<file path="config.mk">
export PLATFORM = sky130hd
export DESIGN_NAME = btn_conditioner
export DESIGN_NICKNAME = d
export VERILOG_FILES = /design/src/rtl/btn_pkg.sv /design/src/rtl/btn_debounce_cell.sv /design/src/rtl/btn_conditioner.sv
export SDC_FILE = /design/constraint.sdc
export NUM_CORES = 1
export LEC_CHECK = 0
export CORE_AREA = 2 2 107 109
export DETAILED_ROUTE_END_ITERATION = 7
export DIE_AREA = 0 0 109 111
export PLACE_DENSITY_LB_ADDON = 0.25
export SLEW_MARGIN = 10
export SYNTH_ARGS = -nofsm -noshare
export SYNTH_HDL_FRONTEND = slang
export SYNTH_HIERARCHICAL = 1
export SYNTH_SLANG_ARGS = --single-unit
</file>
<file path="constraint.sdc">
create_clock -name clock -period 4.8 [get_ports clock]
set_input_delay 0.96 -clock clock [delete_from_list [all_inputs] [get_ports clock]]
set_output_delay 0.96 -clock clock [all_outputs]
set_load 0.05 [all_outputs]
</file>
<file path="src/rtl/btn_pkg.sv">
// ============================================================================
//  Module      : btn_pkg
//  Description : Shared types and counter-width helpers for the push-button
//                conditioner (channel FSM states, counter sizing).
//  Revision    : 1.0  initial release
// ============================================================================
`default_nettype none

package btn_pkg;

  typedef enum logic [1:0] {
    ST_IDLE         = 2'd0,
    ST_PRESS_WAIT   = 2'd1,
    ST_HELD         = 2'd2,
    ST_RELEASE_WAIT = 2'd3
  } btn_state_e;

  localparam int CNT_W_MIN = 1;

  // A counter that must reach cycles-1 needs $clog2(cycles) bits, never fewer than one.
  function automatic int cnt_width(input int cycles);
    return (cycles < 2) ? CNT_W_MIN : $clog2(cycles);
  endfunction

endpackage

`default_nettype wire

</file>
<file path="src/rtl/btn_debounce_cell.sv">
// ============================================================================
//  Module      : btn_debounce_cell
//  Description : One button channel: 2-flop synchroniser, debounce FSM, hold
//                counter and registered press/release/long pulses. Auto-repeat
//                is built only when BTN_CONDITIONER_AUTO_REPEAT_EN is defined.
//  Revision    : 1.0  initial release
// ============================================================================
`default_nettype none

module btn_debounce_cell
  import btn_pkg::*;
#(
  parameter int DEBOUNCE_CYCLES = 1000000,
  parameter int LONG_CYCLES     = 100000000,
  parameter int REPEAT_CYCLES   = 20000000
) (
  input  logic clock,
  input  logic reset,
  input  logic btn_raw,
  output logic btn_level,
  output logic press_pulse,
  output logic release_pulse,
  output logic long_pulse
);

  localparam int DCNT_W = cnt_width(DEBOUNCE_CYCLES);
  localparam int HCNT_W = cnt_width(LONG_CYCLES);
  localparam logic [DCNT_W-1:0] DCNT_LAST = DCNT_W'(DEBOUNCE_CYCLES - 1);
  localparam logic [HCNT_W-1:0] HCNT_LAST = HCNT_W'(LONG_CYCLES - 1);

  logic              meta_q, meta_d;
  logic              sync_q, sync_d;
  btn_state_e        state_q, state_d;
  logic [DCNT_W-1:0] dcnt_q, dcnt_d;
  logic [HCNT_W-1:0] hcnt_q, hcnt_d;
  logic              long_done_q, long_done_d;
  logic              level_q, level_d;
  logic              press_q, press_d;
  logic              release_q, release_d;
  logic              long_q, long_d;

`ifdef BTN_CONDITIONER_AUTO_REPEAT_EN
  localparam int RCNT_W = cnt_width(REPEAT_CYCLES);
  localparam logic [RCNT_W-1:0] RCNT_LAST = RCNT_W'(REPEAT_CYCLES - 1);
  logic [RCNT_W-1:0] rcnt_q, rcnt_d;
`else
  logic unused_repeat_cycles;
  assign unused_repeat_cycles = ^REPEAT_CYCLES;
`endif

  always_comb begin
    meta_d      = btn_raw;
    sync_d      = meta_q;
    state_d     = state_q;
    dcnt_d      = dcnt_q;
    hcnt_d      = hcnt_q;
    long_done_d = long_done_q;
    level_d     = level_q;
    press_d     = 1'b0;
    release_d   = 1'b0;
    long_d      = 1'b0;
`ifdef BTN_CONDITIONER_AUTO_REPEAT_EN
    rcnt_d      = rcnt_q;
`endif

    case (state_q)
      ST_IDLE: begin
        if (sync_q) begin
          state_d = ST_PRESS_WAIT;
          dcnt_d  = '0;
        end
      end

      ST_PRESS_WAIT: begin
        if (!sync_q) begin
          state_d = ST_IDLE;
        end else if (dcnt_q == DCNT_LAST) begin
          state_d     = ST_HELD;
          press_d     = 1'b1;
          level_d     = 1'b1;
          hcnt_d      = '0;
          long_done_d = 1'b0;
        end else begin
          dcnt_d = dcnt_q + DCNT_W'(1);
        end
      end

      ST_HELD: begin
        if (hcnt_q != HCNT_LAST) begin
          hcnt_d = hcnt_q + HCNT_W'(1);
        end
        if ((hcnt_q == HCNT_LAST) && !long_done_q) begin
          long_d      = 1'b1;
          long_done_d = 1'b1;
        end
        if (!sync_q) begin
          state_d = ST_RELEASE_WAIT;
          dcnt_d  = '0;
`ifdef BTN_CONDITIONER_AUTO_REPEAT_EN
          rcnt_d  = '0;
        end else if (long_done_q) begin
          // Repeat period starts the cycle after the long pulse.
          if (rcnt_q == RCNT_LAST) begin
            press_d = 1'b1;
            rcnt_d  = '0;
          end else begin
            rcnt_d = rcnt_q + RCNT_W'(1);
          end
`endif
        end
      end

      ST_RELEASE_WAIT: begin
        if (sync_q) begin
          state_d = ST_HELD;
        end else if (dcnt_q == DCNT_LAST) begin
          state_d   = ST_IDLE;
          release_d = 1'b1;
          level_d   = 1'b0;
        end else begin
          dcnt_d = dcnt_q + DCNT_W'(1);
        end
      end

      default: state_d = ST_IDLE;
    endcase
  end

  always_ff @(posedge clock) begin
    if (reset) begin
      meta_q      <= 1'b0;
      sync_q      <= 1'b0;
      state_q     <= ST_IDLE;
      dcnt_q      <= '0;
      hcnt_q      <= '0;
      long_done_q <= 1'b0;
      level_q     <= 1'b0;
      press_q     <= 1'b0;
      release_q   <= 1'b0;
      long_q      <= 1'b0;
`ifdef BTN_CONDITIONER_AUTO_REPEAT_EN
      rcnt_q      <= '0;
`endif
    end else begin
      meta_q      <= meta_d;
      sync_q      <= sync_d;
      state_q     <= state_d;
      dcnt_q      <= dcnt_d;
      hcnt_q      <= hcnt_d;
      long_done_q <= long_done_d;
      level_q     <= level_d;
      press_q     <= press_d;
      release_q   <= release_d;
      long_q      <= long_d;
`ifdef BTN_CONDITIONER_AUTO_REPEAT_EN
      rcnt_q      <= rcnt_d;
`endif
    end
  end

  assign btn_level     = level_q;
  assign press_pulse   = press_q;
  assign release_pulse = release_q;
  assign long_pulse    = long_q;

endmodule

`default_nettype wire

</file>
<file path="src/rtl/btn_conditioner.sv">
// ============================================================================
//  Module      : btn_conditioner
//  Description : NUM_BTN independent push-button conditioning channels.
//                Optional auto-repeat: BTN_CONDITIONER_AUTO_REPEAT_EN.
//  Revision    : 1.0  initial release
// ============================================================================
`default_nettype none

module btn_conditioner
  import btn_pkg::*;
#(
  parameter int NUM_BTN         = 2,
  parameter int DEBOUNCE_CYCLES = 1000000,
  parameter int LONG_CYCLES     = 100000000,
  parameter int REPEAT_CYCLES   = 20000000
) (
  input  logic               clock,
  input  logic               reset,
  input  logic [NUM_BTN-1:0] btn_raw,
  output logic [NUM_BTN-1:0] btn_level,
  output logic [NUM_BTN-1:0] press_pulse,
  output logic [NUM_BTN-1:0] release_pulse,
  output logic [NUM_BTN-1:0] long_pulse
);

  for (genvar i = 0; i < NUM_BTN; i++) begin : g_chan
    btn_debounce_cell #(
      .DEBOUNCE_CYCLES (DEBOUNCE_CYCLES),
      .LONG_CYCLES     (LONG_CYCLES),
      .REPEAT_CYCLES   (REPEAT_CYCLES)
    ) u_cell (
      .clock         (clock),
      .reset         (reset),
      .btn_raw       (btn_raw[i]),
      .btn_level     (btn_level[i]),
      .press_pulse   (press_pulse[i]),
      .release_pulse (release_pulse[i]),
      .long_pulse    (long_pulse[i])
    );
  end

endmodule

`default_nettype wire
</file>
==> impl_metrics.toml <==
[outcome]
status = "finished clean"

[timing]
final-max-slew-violation-count = 0
setup_tns_ns = 0
finalHoldViolCount = 0
post-route-min-period_ns = 2.736
post-route-period-util_pct = 57.00
finClkSkew_ns = 0.006354
relSlewSlack_pct = 31.34
tightest_slew_ns = 1.023
rsz0062_at_grt = "false"
fmax_ghz = 0.3655
setup_viol = 0

[clock_network]
cts_buffers = 9
cts_sinks = 112
cts_buffer_depth = 2
tritoncts = "done"
ctsHoldBuffers = 0
clock_latency_ns = 0.36
cts-resized-gates = 0
postCtsSetupBuffers = 0
clk_pin_slew_worst_paths_ns = 0.07
cts_root_buf = "clkbuf_16"
cts-htree-levels = 3

[synthesis]
synth_top_area_cell = "dfxtp_1"
synth_xor_area_share_pct = 2.681
synth_cells = 709
ys_ff_latch = 112
ys_async_sr_fraction_pct = 0
synthDistinctLibCells = 53
syn_area_um2 = 5879
yosys_most_used_dff = "dfxtp_1"
synth_edf_count = 0
yosysWarnings = 6
synth_fa_ha_area_share_pct = 0.8512
synth_top_area_share_pct = 38.14
yosys.area_share.simple_pct = 35.14
synth.area.mux_share_pct = 0.6810
ys_seq_area_share_pct = 38.14
synth_top_family_by_area = "simple AND/OR/NAND/NOR gates"
syn_avg_cell_area_um2 = 8.293
synth_compound_area_share_pct = 18.83
synth_nets = 717
synthTopCellsByArea = "dfxtp_1 (38%), a21oi_1 (6.0%), or4_1 (5.4%)"

[setup_path]
crit_path_end_kind = "flop"
critPathLaunchType = "flop"
critPathKind = "reg2reg"
crit_required_ns = 5.08
crit_fanout = 15
cp.arrival_ns = 3.02
reg2reg_from = "g_chan[1].u_cell/dcnt_q[0]"
cp-startpoint = "g_chan[1].u_cell/dcnt_q[0]"

[placement]
post-place-cells = 827
port_buffers = 11
place_area_um2 = 6018
routabilityCongestion = 0.9091
hpwl_um = 8706

[floorplanning]
die_area_um2 = 12100
core-area_um2 = 11080
io_pins = 12
start_util_pct = 53.08
chipHeight_um = 111
die_w_um = 109
core.rowCount = 39

[routing]
drt_first_pass_iters = 5
drcViolationCount = 0
drt_iter0_drc = 296
vias_per_cell = 6.451
via_count = 5438
ant_nets = 0
wl_um = 13000
wl_per_cell_um = 15.42

[layout]
seqCellArea_um2 = 2242
final_cell_mix = "dfxtp_1 (112), a21oi_1 (71), nand2_1 (57)"
fin_cells = 843
area_delta_synth_final_pct = 8.704
n_fill_cell = 980
drive_above_1_share_pct = 4.857
mostFrequentLayoutCell = "dfxtp_1"
nets = 703
final_area_um2 = 6391
multi_input_area_um2 = 3426
antenna_cells = 0

[power]
max-vdd-ir-drop_v = 0.0001646
sequentialPowerShare_pct = 49.5
switchingPower_uw = 383.2
switching_share_pct = 20.25
p_per_area_nw_per_um2 = 296.1
finalPower_uw = 1893
intPower_uw = 1509
p_leak_uw = 0.001888
pwr-share-clk_pct = 48.1
combinationalPowerShare_pct = 2.4

[global_route]
first_global_vias = 4981
gr-usage-all-layers_pct = 22.73
grt_pass1_wl_um = 22890
grt_max_degree = 56
antenna_found_initial = 0
grt-ovfl-total = 0

[worst_hold_path]
holdCritStartpoint = "g_chan[1].u_cell/long_done_q"
hold_path_class = "reg2reg"

[flow_run]
maxCapViolCount = 0
## path summary, 6_finish.rpt
| kind | to | slack [ns] | cells after the start |
|---|---|---|---|
| worst min register to register | g_chan[1].u_cell/long_pulse | 0.43 | 1 |
| worst max-delay path | g_chan[1].u_cell/dcnt_q[13] | 2.06 | 6 |
| worst min-delay path | g_chan[1].u_cell/long_pulse | 0.43 | 1 |
| worst max register to register | g_chan[1].u_cell/dcnt_q[13] | 2.06 | 6 |
## worst max-delay path: stages, from the launching register on
cell and delay (ns):
dfxtp_1 0.39, ha_1 0.18, nand3_1 0.24, or4_1 0.65
o21ai_1 0.83, o21ai_0 0.22, a21oi_1 0.15
## cell usage after synthesis (all sizes together) (7+ instances only)
cell / instances
xnor2: 15
and3: 11
nor4: 17
nand4: 23
nor2: 36
o31ai: 29
nand4b: 7
inv: 15
o211ai: 13
nand2b: 8
nor4b: 9
or4: 43
nor3: 14
nand2: 57
and4: 18
or3: 27
dfxtp: 112
nand3: 33
a21oi: 73
clkbuf: 33
o21ai: 34
nor2b: 9
## state kept, by name (all words and copies together), names as in the netlist, named ones only
name	flops
g_chan.u_cell/hcnt_q	54
g_chan.u_cell/meta_q	2
g_chan.u_cell/state_q	2
g_chan.u_cell/press_pulse	2
g_chan.u_cell/release_pulse	2
g_chan.u_cell/dcnt_q	40
g_chan.u_cell/long_done_q	2
g_chan.u_cell/btn_level	2
g_chan.u_cell/sync_q	2
g_chan.u_cell/long_pulse	2
## stage by stage
| stage | hold WS (ns) | worst slack, ns | util (%) |
|---|---|---|---|
| final | 0.4290 | 2.064 | 57.70 |
| after global routing | 0.4577 | 1.783 | 57.70 |
| after CTS | 0.4339 | 2.086 | 57.65 |
| after detailed placement | 0.4237 | 2.106 | 54.33 |
| after global placement | 0.4197 | 2.142 | 54.33 |
| after floorplan | 0.3987 | 2.591 | - |
## power groups by stage
stage          Clock (uW)  Sequential [uW]  Combinational [uW]
4_1_cts               933              936                46.6
5_1_grt               967              937                50.8
2_1_floorplan           0              962                30.6
6_report              910              936                46.3
3_3_place_gp            0              958                45.5
3_5_place_dp            0              958                46.3
## metal layers
metal	up-vias	track usage [%]	part of all wire, %
met3	18	3.175	3.5
met1	2593	31.28	48
met4	0	9.316	1.8
met2	116	35.53	47
li1	2711	-	-
met5	-	0	0
## logic make-up (layout without fill, tap and decap cells)
logic type                 after synthesis  after routing
muxes                                    4              4
xor gates and xnor gates                18             18
and+or+nand+nor                        338            338
adders and majority gates                4              4
buffers and inverters                   53             44
AOI/OAI and AO/OA                      180            180
DFF                                    112            112
## layout make-up
class / count / area share (%)
well taps: 143 / 2.800
multi-input cells: 544 / 53.60
clock inverters: 7 / 2.232
repair buffers: 13 / 1.879
flip-flops and latches: 112 / 35.08
inverters: 15 / 0.8810
clock buffers: 9 / 3.524
(Power assumes the default switching activity.)
